===== src/rtl/sensor_alarm_array.sv =====
// Multi-channel sensor-to-buzzer alarm controller: sync, debounce, alert/hold FSM, pulsed buzzer.
// Optional macro STICKY_LATCH_EN: HOLD never times out, leaving only via ack, mask, ena=0 or re-assert.
module sensor_alarm_array #(
  parameter int NUM_CH          = 8,
  parameter int DEBOUNCE_CYCLES = 4,
  parameter int HOLD_CYCLES     = 50,
  parameter int BEEP_PERIOD     = 10
) (
  input  logic                          clk,
  input  logic                          rst_n,
  input  logic                          ena,
  input  logic [NUM_CH-1:0]             sensor_in,
  input  logic [NUM_CH-1:0]             mask,
  input  logic                          ack,
  output logic [NUM_CH-1:0]             buzzer_out,
  output logic                          alarm_any,
  output logic                          combo_alarm,
  output logic [$clog2(NUM_CH+1)-1:0]   active_count
);

  localparam int CW      = $clog2(NUM_CH + 1);
  localparam int CNT_MAX = (DEBOUNCE_CYCLES > HOLD_CYCLES) ? DEBOUNCE_CYCLES : HOLD_CYCLES;
  localparam int CNT_W   = (CNT_MAX > 1) ? $clog2(CNT_MAX) : 1;
  localparam int BEEP_W  = (BEEP_PERIOD > 1) ? $clog2(BEEP_PERIOD) : 1;

  localparam logic [CNT_W-1:0]  DEB_LAST  = CNT_W'(DEBOUNCE_CYCLES - 1);
  localparam logic [CNT_W-1:0]  HOLD_LAST = CNT_W'(HOLD_CYCLES - 1);
  localparam logic [BEEP_W-1:0] BEEP_LAST = BEEP_W'(BEEP_PERIOD - 1);

  typedef enum logic [1:0] {IDLE, DEBOUNCE, ALERT, HOLD} state_t;

  logic [NUM_CH-1:0] s_meta, s_sync;
  state_t            state        [NUM_CH];
  state_t            state_nxt    [NUM_CH];
  logic [CNT_W-1:0]  cnt          [NUM_CH];
  logic [CNT_W-1:0]  cnt_nxt      [NUM_CH];
  logic [BEEP_W-1:0] beep_cnt     [NUM_CH];
  logic [BEEP_W-1:0] beep_cnt_nxt [NUM_CH];
  logic [NUM_CH-1:0] beep_phase, beep_phase_nxt;
  logic [NUM_CH-1:0] active;

  always_ff @(posedge clk or negedge rst_n) begin
    if (!rst_n) begin
      s_meta     <= '0;
      s_sync     <= '0;
      beep_phase <= '0;
      for (int i = 0; i < NUM_CH; i++) begin
        state[i]    <= IDLE;
        cnt[i]      <= '0;
        beep_cnt[i] <= '0;
      end
    end else begin
      s_meta     <= sensor_in;
      s_sync     <= s_meta;
      beep_phase <= beep_phase_nxt;
      for (int i = 0; i < NUM_CH; i++) begin
        state[i]    <= state_nxt[i];
        cnt[i]      <= cnt_nxt[i];
        beep_cnt[i] <= beep_cnt_nxt[i];
      end
    end
  end

  // The beep runs whenever a channel is active; entering IDLE or ALERT-from-DEBOUNCE overrides it below.
  always_comb begin
    beep_phase_nxt = beep_phase;
    for (int i = 0; i < NUM_CH; i++) begin
      state_nxt[i]    = state[i];
      cnt_nxt[i]      = cnt[i];
      beep_cnt_nxt[i] = beep_cnt[i];

      if (state[i] == ALERT || state[i] == HOLD) begin
        if (beep_cnt[i] == BEEP_LAST) begin
          beep_cnt_nxt[i]   = '0;
          beep_phase_nxt[i] = ~beep_phase[i];
        end else begin
          beep_cnt_nxt[i] = beep_cnt[i] + BEEP_W'(1);
        end
      end

      if (mask[i] || !ena) begin
        state_nxt[i]      = IDLE;
        cnt_nxt[i]        = '0;
        beep_cnt_nxt[i]   = '0;
        beep_phase_nxt[i] = 1'b0;
      end else begin
        case (state[i])
          IDLE: begin
            if (s_sync[i]) begin
              state_nxt[i] = DEBOUNCE;
              cnt_nxt[i]   = '0;
            end
          end
          DEBOUNCE: begin
            if (!s_sync[i]) begin
              state_nxt[i] = IDLE;
              cnt_nxt[i]   = '0;
            end else if (cnt[i] == DEB_LAST) begin
              state_nxt[i]      = ALERT;
              cnt_nxt[i]        = '0;
              beep_cnt_nxt[i]   = '0;
              beep_phase_nxt[i] = 1'b1;
            end else begin
              cnt_nxt[i] = cnt[i] + CNT_W'(1);
            end
          end
          ALERT: begin
            if (!s_sync[i]) begin
              state_nxt[i] = HOLD;
              cnt_nxt[i]   = '0;
            end
          end
          HOLD: begin
            if (s_sync[i]) begin
              state_nxt[i] = ALERT;
              cnt_nxt[i]   = '0;
            end else if (ack) begin
              state_nxt[i]      = IDLE;
              cnt_nxt[i]        = '0;
              beep_cnt_nxt[i]   = '0;
              beep_phase_nxt[i] = 1'b0;
            end
`ifdef STICKY_LATCH_EN
`else
            else if (cnt[i] == HOLD_LAST) begin
              state_nxt[i]      = IDLE;
              cnt_nxt[i]        = '0;
              beep_cnt_nxt[i]   = '0;
              beep_phase_nxt[i] = 1'b0;
            end else begin
              cnt_nxt[i] = cnt[i] + CNT_W'(1);
            end
`endif
          end
          default: state_nxt[i] = IDLE;
        endcase
      end
    end
  end

  always_comb begin
    active_count = '0;
    for (int i = 0; i < NUM_CH; i++) begin
      active[i]    = (state[i] == ALERT) || (state[i] == HOLD);
      active_count = active_count + CW'(active[i]);
    end
  end

  // Escalation: with two or more channels active every active buzzer is driven solid.
  assign alarm_any   = |active;
  assign combo_alarm = (32'(active_count) >= 32'd2);
  assign buzzer_out  = active & (beep_phase | {NUM_CH{combo_alarm}});

endmodule

===== config.mk =====
export PLATFORM = sky130hd
export DESIGN_NAME = sensor_alarm_array
export DESIGN_NICKNAME = d
export VERILOG_FILES = /design/src/rtl/sensor_alarm_array.sv
export SDC_FILE = /design/constraint.sdc
export NUM_CORES = 1
export LEC_CHECK = 0
export ABC_AREA = 0
export CAP_MARGIN = 20
export CORE_MARGIN = 3
export CORE_UTILIZATION = 55
export DETAILED_ROUTE_END_ITERATION = 7
export PLACE_DENSITY = 0.81
export SETUP_SLACK_MARGIN = 0.05
export SLEW_MARGIN = 10
export SYNTH_ARGS = -nofsm -noshare
export SYNTH_HDL_FRONTEND = slang
export SYNTH_SLANG_ARGS = --single-unit

===== constraint.sdc =====
create_clock -name clk -period 4.2 [get_ports clk]
set_clock_uncertainty 0.15 [all_clocks]
set_input_delay 0.42 -clock clk [delete_from_list [all_inputs] [get_ports clk]]
set_output_delay 0.42 -clock clk [all_outputs]
set_load 0.01 [all_outputs]

==> impl_summary.log <==
[metrics] fin area: 0.00809 sq mm
[metrics] CTS root buffer: clkbuf_16
[metrics] part of the total power dissipated in the clock network: 54.5%
[metrics] number of hold violations in the final report: 0
[metrics] asr flop ratio synth: 100%
[metrics] I/O pins: 34
[metrics] Final Worst Setup Slack: -0.341 ns
[metrics] number of max-slew violations in the final report: 0
[metrics] overall track demand over capacity in global routing: 22.8%
[metrics] number of distinct library cells after synthesis: 64
[metrics] number of nets in the final layout: 824
[metrics] worst relative slew slack: 50.7%
[metrics] Clk Latency, worst-skew pair: 0.43 ns
[metrics] GRT overflow: 0
[metrics] row cnt: 40
[metrics] switching power of the nets: 0.647 mW
[metrics] Core Area: 0.0121 sq mm
[metrics] remaining antenna violation count: 0
[metrics] endpoint type of the worst setup path: output port
[metrics] maximum level of the CTS H-tree: 4
[metrics] setup violators final: 9
[metrics] via count: 5466
[metrics] per-cell routed wire length: 15.8 um
[metrics] wire length of the first global-routing pass: 25600 um
[metrics] port bufs: 33
[metrics] arrival time of the worst setup path: 3.97 ns
[metrics] routed wire length: 14900 um
[metrics] worst path cell trace: fa_1, inv_2, fa_1, fa_1, inv_2, ha_4, fa_2, xor2_2, or3_4, buf_12, o21a_1, buf_2
[metrics] Die X: 118 um
[metrics] Final Core Density: 67.1%
[metrics] number of antenna repair diodes: 0
[metrics] number of flops mapped to enable cells by yosys: 0
[metrics] top achievable clock speed: 220 MHz
[metrics] count of mapped cells out of synthesis: 715
[metrics] fraction of power consumed by sequential logic: 40.4%
[metrics] actual slew at the worst max-slew pin: 0.737 ns
[metrics] run status: complete, but fails checks
[metrics] P_int: 2.31 mW
[metrics] Crit path required time: 3.63 ns
[metrics] shortest clock period the worst path allows after layout: 4.54 ns
[metrics] Most used DFF post-synth: dfrtp_1
[metrics] antenna violations before repair: 0
[metrics] average footprint of a synthesized cell: 9.57 sq um
[metrics] #FFs+latches synth: 120
[metrics] sequential area share after synthesis: 43.9%
[metrics] register-to-register setup slack: 2.00 ns
[metrics] Vert. Die Dim: 118 um
[metrics] Clock Pin Slew Worst Setup and Hold Paths: 0.06 ns
[metrics] Cell Area, Synth: 0.00684 sq mm
[metrics] Die ar.: 0.0138 sq mm
[metrics] count of synthesis-stage warnings from yosys: 0
[metrics] number of clock buffers inserted by TritonCTS: 17
[metrics] violations in the final reports: negative setup slack
[metrics] worst-case hold slack: 0.196 ns
[metrics] number of buffers on the longest clock path: 2
[metrics] TritonCTS sink count: 120
[metrics] total iterations of the first detailed-routing run: 5
[metrics] largest net degree at the start of global routing: 46
[metrics] number of remaining DRC errors: 0
[metrics] maximum fanout encountered on the critical timing path: 8
[metrics] switching part of the total power: 21.9%
[metrics] Cell Pwr Density: 366 mW/mm^2
[metrics] number of DRC violations after detailed-routing iteration 0: 302
[metrics] type of origin of the critical path: register
[metrics] initial core utilization: 56.7%
[metrics] worst voltage drop across the vdd grid: 0.368 mV
[metrics] crit-path most repeated cell: fa_1
[metrics] Max-Cap Viols: 0
[metrics] vias in the first global route: 5564
[metrics] CTS tree: done
[metrics] library cell contributing the largest single delay on the critical path: fa_1
[metrics] RePlAce Congestion: 0.857
[metrics] synthesized net count: 775
[metrics] leakage: 3.54 nW
[metrics] RSZ-0062 raised after global routing: yes
[metrics] layout cells sized above 1: 11.6%
[metrics] Hold Path Class: register to register
[metrics] kind of critical path: register to output port
[metrics] per-cell via count in the routed design: 5.78
[metrics] portion of total power attributed to combinational logic: 5.0%
[metrics] area overhead of the layout relative to synthesis: 18.3%
[metrics] Tcrit/Tclk final: 108%
[metrics] largest stage delay on the critical path: 0.55 ns
[metrics] Post-DP Area: 0.00744 sq mm
[metrics] HPWL after detailed placement: 10400 um
[cell usage after synthesis, types with 2 or more instances]
| library cell | n | area share, % |
|---|---|---|
| buf_1 | 2 | 0.11 |
| nor3b_1 | 8 | 0.88 |
| a32o_1 | 2 | 0.29 |
| o2bb2ai_1 | 3 | 0.38 |
| fa_1 | 4 | 1.2 |
| nor3_1 | 18 | 1.3 |
| dfrtp_1 | 120 | 44 |
| or3b_2 | 3 | 0.38 |
| a21oi_1 | 30 | 2.2 |
| a21boi_0 | 4 | 0.44 |
| nand2b_1 | 16 | 1.5 |
| nand3b_1 | 9 | 0.99 |
| nand2_1 | 50 | 2.7 |
| nand4b_1 | 10 | 1.3 |
| xnor2_1 | 13 | 1.7 |
| nor2b_1 | 23 | 2.1 |
| mux2i_1 | 5 | 0.73 |
| o21ai_0 | 37 | 2.7 |
| nand3_1 | 28 | 2.0 |
| a41oi_1 | 2 | 0.26 |
| ha_1 | 36 | 6.6 |
| nor4_2 | 5 | 0.91 |
| nor2_1 | 74 | 4.1 |
| and3_1 | 8 | 0.73 |
| a211o_1 | 2 | 0.26 |
| xor2_1 | 33 | 4.2 |
| and2_1 | 5 | 0.46 |
| clkinv_1 | 3 | 0.16 |
| clkbuf_1 | 14 | 0.77 |
| buf_2 | 5 | 0.37 |
| a31oi_1 | 8 | 0.73 |
| a22oi_1 | 2 | 0.22 |
| o21bai_1 | 9 | 0.99 |
| mux2_2 | 3 | 0.49 |
| o211ai_1 | 3 | 0.33 |
| o31ai_1 | 5 | 0.55 |
| inv_1 | 30 | 1.6 |
| a31o_2 | 3 | 0.38 |
| o21a_1 | 4 | 0.44 |
| nor4_1 | 4 | 0.37 |
| a21o_1 | 13 | 1.4 |
| a41o_1 | 2 | 0.29 |
| or3_1 | 9 | 0.82 |
| a211oi_1 | 8 | 0.88 |
| nand4_1 | 21 | 1.9 |
[power by group through the flow]
stage	Clock, mW	Sequential (mW)	Combinational (mW)
final	1.61	1.20	0.149
after global routing	1.68	1.20	0.166
after CTS	1.63	1.19	0.150
after detailed placement	0	1.21	0.147
after global placement	0	1.21	0.142
after floorplan	0	1.20	0.0825
[cells by family after synthesis]
kind of cell,Yosys count,share of synthesized area [%]
and+or+nand+nor,296,23.3
xor gates and xnor gates,46,5.89
AOI/OAI and AO/OA,149,14.7
muxes,8,1.23
DFF,120,43.9
buffers and inverters,56,3.24
adders and majority gates,40,7.76
[timing repair]
action | in CTS | in global routing
pin swaps | 6 | 7
gates resized for setup | 41 | 8
buffers inserted | 2 | 0
setup endpoints to repair | 11 | 12
hold endpoints to repair | 43 | 0
hold buffers | 1 | 0
[per-layer routing]
metal / wire, um / vias to the layer above / track usage (%) / part of all wire (%)
li1: - / 2634 / - / -
met1: 6680 / 2679 / 28.6 / 45
met2: 7190 / 116 / 37.2 / 48
met3: 633 / 37 / 5.77 / 4.3
met4: 381 / 0 / 10.4 / 2.6
met5: 0 / - / 0 / 0
[path summary, 6_finish.rpt]
| path | cells after the start | endpoint | start |
|---|---|---|---|
| min | 0 | s_sync[1] | s_meta[1] |
| max reg2reg | 4 | state[11] | state[11] |
| max | 12 | buzzer_out[2] | state[15] |
| min in group asynchronous | 2 | cnt[16] | rst_n |
| max in group asynchronous | 3 | cnt[30] | rst_n |
| min reg2reg | 0 | s_sync[1] | s_meta[1] |
[state kept, by name (all words and copies together) (netlist names)]
name,count
state,16
cnt,48
beep_cnt,32
beep_phase,8
s_sync,8
s_meta,8
[final cells by class]
class	count	area [sq um]
clock buffer	20	457
multi-input combinational	539	3650
tap	168	210
fill	893	3970
timing repair buffer	53	450
inverter	33	124
sequential	120	3000
clock inverter	12	198
[through the flow]
step / instances / setup slack (ns) / TNS [ns] / total power [mW]
after global routing: 945 / -0.459 / -3.97 / 3.05
after global placement: 911 / -0.243 / -1.66 / 1.35
after floorplan: 715 / 0.0622 / 0 / 1.29
after CTS: 946 / -0.391 / -3.12 / 2.98
after detailed placement: 911 / -0.307 / -2.22 / 1.36
final: 945 / -0.341 / -2.79 / 2.96
[critical path: cells and delay by family (launching register included)]
family          cells  cell delay [ns]
flops               1             0.40
xor+xnor            1             0.16
buf+inv             4             0.38
fa+ha+maj           5             2.08
simple gates        1             0.35
compound gates      1             0.16
[cell usage in the layout, fill, tap and decap left out, types with 17 or more instances in the layout]
cell,synthesis,layout
dfrtp_1,120,120
nor2_1,74,71
nand2_1,50,50
o21ai_0,37,37
ha_1,36,35
xor2_1,33,32
a21oi_1,30,30
inv_1,30,28
nand3_1,28,28
nor2b_1,23,23
nand4_1,21,21
clkdlybuf4s50_1,0,20
buf_4,1,19
nor3_1,18,18
clkbuf_16,0,17
(Power assumes the default switching activity.)
==> variant 1: new RTL, same settings <==
Put a register stage on the output `alarm_any`, with the module's reset. The value now appears one clock later. The other outputs are not delayed to match.
--- a/src/rtl/sensor_alarm_array.sv
+++ b/src/rtl/sensor_alarm_array.sv
@@ -149,3 +149,9 @@
   // Escalation: with two or more channels active every active buzzer is driven solid.
-  assign alarm_any   = |active;
+  always_ff @(posedge clk or negedge rst_n) begin
+    if (!rst_n) begin
+      alarm_any <= '0;
+    end else begin
+      alarm_any <= |active;
+    end
+  end
   assign combo_alarm = (32'(active_count) >= 32'd2);
Formal check against the unedited RTL: same outputs for any inputs over 4 cycles, from zero or initial values and one cycle with rst_n low; that may be too few to reach the edited logic, so the function may still have changed.
==> variant 1 against the unedited design <==
First-iteration DRC count rose by 110%; via count grew 3.9%; area after synthesis grew 0.77%; final area increased by 0.88%; the run still ends with setup timing left; worst setup slack improved by 22 ps; routed wire length increased by 3.7%; critical endpoint unchanged; sequential cell count grew 1; non-clock buffer count is the same; total power is 3.2% higher; largest power group unchanged.
==> variant 1: results (changes against the unedited design) <==
- Outcome: finished, violations left (unchanged).
- Violations in the final reports: setup timing (unchanged)
* Adder-cell share of the synthesized area: 7.696% (was 7.756%)
- The worst hold slack is 196.6 ps (was 195.7 ps).
* CP peak stage delay: 540 ps
* CTS Buf Count: 17 (unchanged)
* Leakage dissipation: 3.607 nW (was 3.544 nW)
- Number of nets produced by synthesis: 785 (was 775)
* Detailed-route vias per instance: 5.953 (was 5.784)
- Share of cells above drive strength 1: 11.20% (was 11.58%)
* Compound-gate portion of the synthesized area: 14.12% (was 14.69%)
- Worst setup slack after placement: -283.3 ps (was -306.9 ps)
- Part of the Yosys area used for sequential elements: 43.93% (was 43.90%)
- Antenna violations before repair: 0 (unchanged)
- Worst-case vdd ir drop: 0.3043 mV (was 0.3680 mV)
* First-pass GRT wire length: 26820 um (was 25610 um)
* Cell variety after synth: 64 (unchanged)
- The gate count of the mapped netlist is 725 (was 715).
- The relative slew slack came to 47.95% (was 50.68%).
- The final weighted congestion of routability-driven global placement is 0.9288 (was 0.8573).
- Pin count of the biggest net entering global routing: 62 (was 46)
* Slowest cell on crit path: fa_1 (unchanged)
- Classification of the worst-slack hold path: flop to flop (unchanged)
* Number of global-route vias before repair: 5598 (was 5564)
- The final HPWL from detailed placement was 10490 um (was 10360 um).
* Number of placed instances, taps included: 918 (was 911)
- The maximum buffer depth of the clock tree was 2 (unchanged).
- Placed inst area: 7456 um^2 (was 7441 um^2)
- Data arrival, critical path: 3950 ps (was 3970 ps)
- Setup Viol. Count Final: 9 (unchanged)
- # diodes: 0 (unchanged)
* Clock Latency Late Sink: 430 ps (about the same)
- Worst Setup Slack, final: -318.6 ps (was -340.6 ps)
* Largest registers: cnt x48, beep_cnt x32, state x16 (unchanged)
* Slack of the worst reg-to-reg path: 2040 ps (was 2000 ps)
- The overall routing resource usage is 23.63% (was 22.76%).
- Yosys synthesis warning count: 0 (unchanged)
* Post-route non-filler standard cell count: 954 (was 945)
* Max FO, Critical Path: 5 (was 8)
* Leading cell types by count after synthesis: 121 x dfrtp_1, 75 x nor2_1, 50 x nand2_1 (was 120 x dfrtp_1, 74 x nor2_1, 50 x nand2_1)
- The share of cell area taken by muxes after synthesis came to 1.053% (was 1.226%).
- Synthesized-area fraction occupied by xor and xnor cells: 5.464% (was 5.890%)
* Sum of negative setup slack: -2487 ps (was -2791 ps)
* Worst-path clk slew: 60 ps (about the same)
- Net count of the finished layout: 833 (was 824)
* Number of design-rule violations left by the first detailed-router iteration: 626 (was 302)
- Drt pass-1 iters: 5 (unchanged)
- Max capacitance violation total: 0 (unchanged)
- The wire length per cell after detailed routing came to 16.18 um (was 15.76 um).
- Largest delay contributor family on the critical path: adder cells (unchanged)
- Dominant cells by area after synthesis: dfrtp_1 44%, ha_1 6.5%, nor2_1 4.1% (was dfrtp_1 44%, ha_1 6.6%, xor2_1 4.2%).
[variant 1: changes by cell type in the layout (fill, tap and decap cells not counted), moves of 4 or more]
cell     delta
a21o_1      +6
inv_1       +6
nor3_1      -6
nand3_1     +5
nor4_1      +5
a31oi_1     -4
nor3b_1     +4
[variant 1: kinds of logic (layout without fill, tap and decap cells)]
family                   after synthesis  count (layout)
AND/OR/NAND/NOR                      307             307
flip-flops                           121             121
XOR/XNOR                              43              43
buffers and inverters                 59             120
AO/OA/AOI/OAI                        148             148
multiplexers                           7               7
adder cells (fa/ha/maj)               40              40
[variant 1: cell type report]
class,instances,area [um^2]
fillers,913,3948
multi-input cells,545,3671
flip-flops and latches,121,3028
repair buffers,53,442.9
clock buffers,18,429.2
clock inverters,14,251.5
well taps,168,210.2
inverters,35,131.4
[variant 1: path summary, 6_finish.rpt]
check	start	end	depth (start not counted)
min	s_meta[0]$_DFF_PN0_	s_sync[0]$_DFF_PN0_	0
max	state[9]$_DFFE_PN0P_	buzzer_out[2]	12
min in group asynchronous	rst_n	cnt[12]$_DFFE_PN0P_	2
max in group asynchronous	rst_n	beep_cnt[12]$_DFF_PN0_	3
min reg2reg	s_meta[0]$_DFF_PN0_	s_sync[0]$_DFF_PN0_	0
max reg2reg	state[7]$_DFFE_PN0P_	cnt[21]$_DFFE_PN0P_	5
[variant 1: worst register-to-register path: stages, from the launching register on]
cell and delay (ps):
dfrtp_1 480, nor2b_1 250, nor4_1 580, nor2b_1 130, xnor2_1 150, nor4_1 310
[variant 1: report_power, final]
group	internal, mW	switching (mW)	leakage, nW
sequential	1.18	0.0214	1.65
clock	1.17	0.537	0.333
combinational	0.0565	0.0909	1.63
total	2.40	0.649	3.61
[variant 1: metal layers]
| metal | vias to the layer above | part of all wire, % | global-route usage [%] |
|---|---|---|---|
| li1 | 2670 | - | - |
| met1 | 2809 | 42 | 29.99 |
| met2 | 175 | 51 | 39.42 |
| met3 | 25 | 5.1 | 5.959 |
| met4 | 0 | 1.8 | 8.278 |
| met5 | - | 0 | 0 |
[variant 1: timing repair]
| action | 4_1_cts | 5_1_grt |
|---|---|---|
| resized for setup | 50 | 6 |
| buffers inserted | 2 | 1 |
| hold buffers | 1 | 0 |
| hold endpoints to repair | 59 | 0 |
| pin swaps | 8 | 4 |
| endpoints found under the setup margin | 11 | 11 |
==> variant 2: new RTL, same flow settings <==
Made on the original files. Set the parameter `NUM_CH` to 16 (it was 8).
--- a/src/rtl/sensor_alarm_array.sv
+++ b/src/rtl/sensor_alarm_array.sv
@@ -3,3 +3,3 @@
 module sensor_alarm_array #(
-  parameter int NUM_CH          = 8,
+  parameter int NUM_CH          = 16,
   parameter int DEBOUNCE_CYCLES = 4,
Ports: changed (resized active_count, buzzer_out, mask and sensor_in); port bits go from 34 to 59. The function was not compared with the original's and may differ.
==> variant 2 against the unedited design <==
The run still ends with setup timing left; routed wire length increased by 110%; critical path type unchanged; via count grew 110%; die area grew 95%; total power increased by 78%; final area rose by 99%; worst setup slack got worse by 720 ps; global-route usage is 0.73 points higher; critical path depth up 5; combinational power is 120% higher; largest cell class unchanged; count of clock-buffer cells in the layout up 16; area after synthesis grew 100%; first-iteration DRC count grew to 3.0 times the old value; sequential cell count increased by 120.
==> variant 2: results (changes against the unedited design) <==
- The arrival time of data at the critical path endpoint came to 4690 ps (was 3970 ps).
- HPWL Detailed: 21540 um (was 10360 um)
* Leading cell types by count after synthesis: 240 x dfrtp_1, 156 x nor2_1, 114 x nand2_1 (was 120 x dfrtp_1, 74 x nor2_1, 50 x nand2_1)
* CTS Buf Count: 26 (was 17)
- Number of global-route vias before repair: 10754 (was 5564)
- Drt pass-1 iters: 6 (was 5)
- Outcome: finished, violations left (unchanged)
* Largest registers: cnt x96, beep_cnt x64, state x32 (was cnt x48, beep_cnt x32, state x16)
- The longest individual stage delay on the worst path is 570 ps (was 550 ps).
- Met1 wire length: 13760 um (was 6683 um)
- Max FO, Critical Path: 4 (was 8)
* Setup Viol. Count Final: 21 (was 9)
- The final weighted congestion of routability-driven global placement was 0.9206 (was 0.8573).
* Worst Setup Slack, final: -1058 ps (was -340.6 ps)
* Antenna violations before repair: 1 (was 0)
- Adder-cell share of the synthesized area: 7.882% (was 7.756%)
- The post-synthesis sequential area ratio came to 43.58% (was 43.90%).
- The clock latency reported for the late side of the worst-skew pair was 540 ps (was 430 ps).
- The maximum buffer depth of the clock tree came to 3 (was 2).
* GRT Total Usage: 23.48% (was 22.76%)
* Number of port buffers: 58 (was 33)
* Share of cells above drive strength 1: 13.55% (was 11.58%)
- The post-placement cell area came to 14940 um^2 (was 7441 um^2).
- The number of non-filler instances in the completed layout was 1903 (was 945).
- WL/cell: 16.63 um (was 15.76 um)
* Met3 wirelength from detailed routing: 1931 um (was 633 um)
- Leakage dissipation: 7.105 nW (was 3.544 nW)
- Dominant cells by area after synthesis: dfrtp_1 44%, ha_1 6.4%, nor2_1 4.2% (was dfrtp_1 44%, ha_1 6.6%, xor2_1 4.2%).
- Detailed-route vias per instance: 5.896 (was 5.784)
- Compound-gate portion of the synthesized area: 14.16% (was 14.69%)
- The share of cell area taken by muxes after synthesis was 1.380% (was 1.226%).
- Top layer used by detailed routing: met5 (was met4)
* Pin count of the biggest net entering global routing: 110 (was 46)
* Synthesized-area fraction occupied by xor and xnor cells: 5.212% (was 5.890%)
- The net count after synthesis is 1571 (was 775).
- The count of H-tree levels built during CTS is 1 (was 4).
- Number of design-rule violations left by the first detailed-router iteration: 904 (was 302)
- Violations in the final reports: setup timing (unchanged).
* Number of placed instances, taps included: 1835 (was 911)
- The maximum ir drop on the vdd rail is 0.3186 mV (was 0.3680 mV).
[variant 2: per-layer routing]
metal | GRT usage [%] | up-vias
li1 | - | 5365
met1 | 31.24 | 5456
met2 | 38.84 | 324
met3 | 4.792 | 74
met4 | 7.151 | 2
met5 | 0 | -
[variant 2: what timing repair did]
action,in CTS,in global routing
hold buffers,1,0
hold endpoints to repair,105,0
setup buffers,17,6
gates resized for setup,128,13
setup endpoints to repair,22,22
pin swaps,34,13
[variant 2: cell type report]
| cell class | count | area (um^2) |
|---|---|---|
| well taps | 324 | 405.4 |
| multi-input cells | 1098 | 7452 |
| clock inverters | 12 | 187.7 |
| inverters | 72 | 275.3 |
| repair buffers | 121 | 1031 |
| fillers | 1857 | 8325 |
| clock buffers | 36 | 779.5 |
| flip-flops and latches | 240 | 6006 |
[variant 2: metrics by stage]
step | power [mW] | hold WS (ps) | setup TNS, ps | worst slack (ps)
4_1_cts | 5.303 | 155.8 | -19180 | -1086
3_3_place_gp | 2.729 | 182.5 | -11030 | -638.7
2_1_floorplan | 2.585 | -25.59 | -2856 | -251.2
5_1_grt | 5.439 | 161.7 | -21120 | -1218
6_report | 5.273 | 171.2 | -18450 | -1058
3_5_place_dp | 2.738 | 185.5 | -13190 | -747.3
[variant 2: where the power goes]
| part | total, mW | internal, mW | switching [mW] |
|---|---|---|---|
| Sequential | 2.39 | 2.34 | 0.0475 |
| Clock | 2.55 | 1.60 | 0.955 |
| Combinational | 0.328 | 0.133 | 0.196 |
| Total | 5.27 | 4.07 | 1.20 |
[variant 2: final timing paths]
kind	start	to	slack [ps]	depth (start not counted)
setup / recovery	state[31]$_DFFE_PN0P_	buzzer_out[7]	-1060	17
hold / removal	sensor_in[9]	s_meta[9]$_DFF_PN0_	170	1
setup reg to reg	cnt[51]$_DFFE_PN0P_	state[17]$_DFFE_PN0P_	1710	4
hold reg to reg	s_meta[10]$_DFF_PN0_	s_sync[10]$_DFF_PN0_	190	0
max in group asynchronous	rst_n	s_sync[14]$_DFF_PN0_	2500	3
min in group asynchronous	rst_n	beep_cnt[23]$_DFF_PN0_	350	2
[variant 2: kinds of logic (layout without fill, tap and decap cells)]
group / after synthesis / count (layout)
simple gates: 620 / 620
compound gates: 298 / 298
flops: 240 / 240
buf+inv: 117 / 241
xor+xnor: 82 / 82
fa+ha+maj: 81 / 81
mux: 17 / 17
[variant 2: worst register-to-register path, stage by stage, from the launching register on]
cell and delay [ps]:
dfrtp_1 430, or4b_1 530, nor3_1 270, a21oi_1 120
a2111oi_0 800
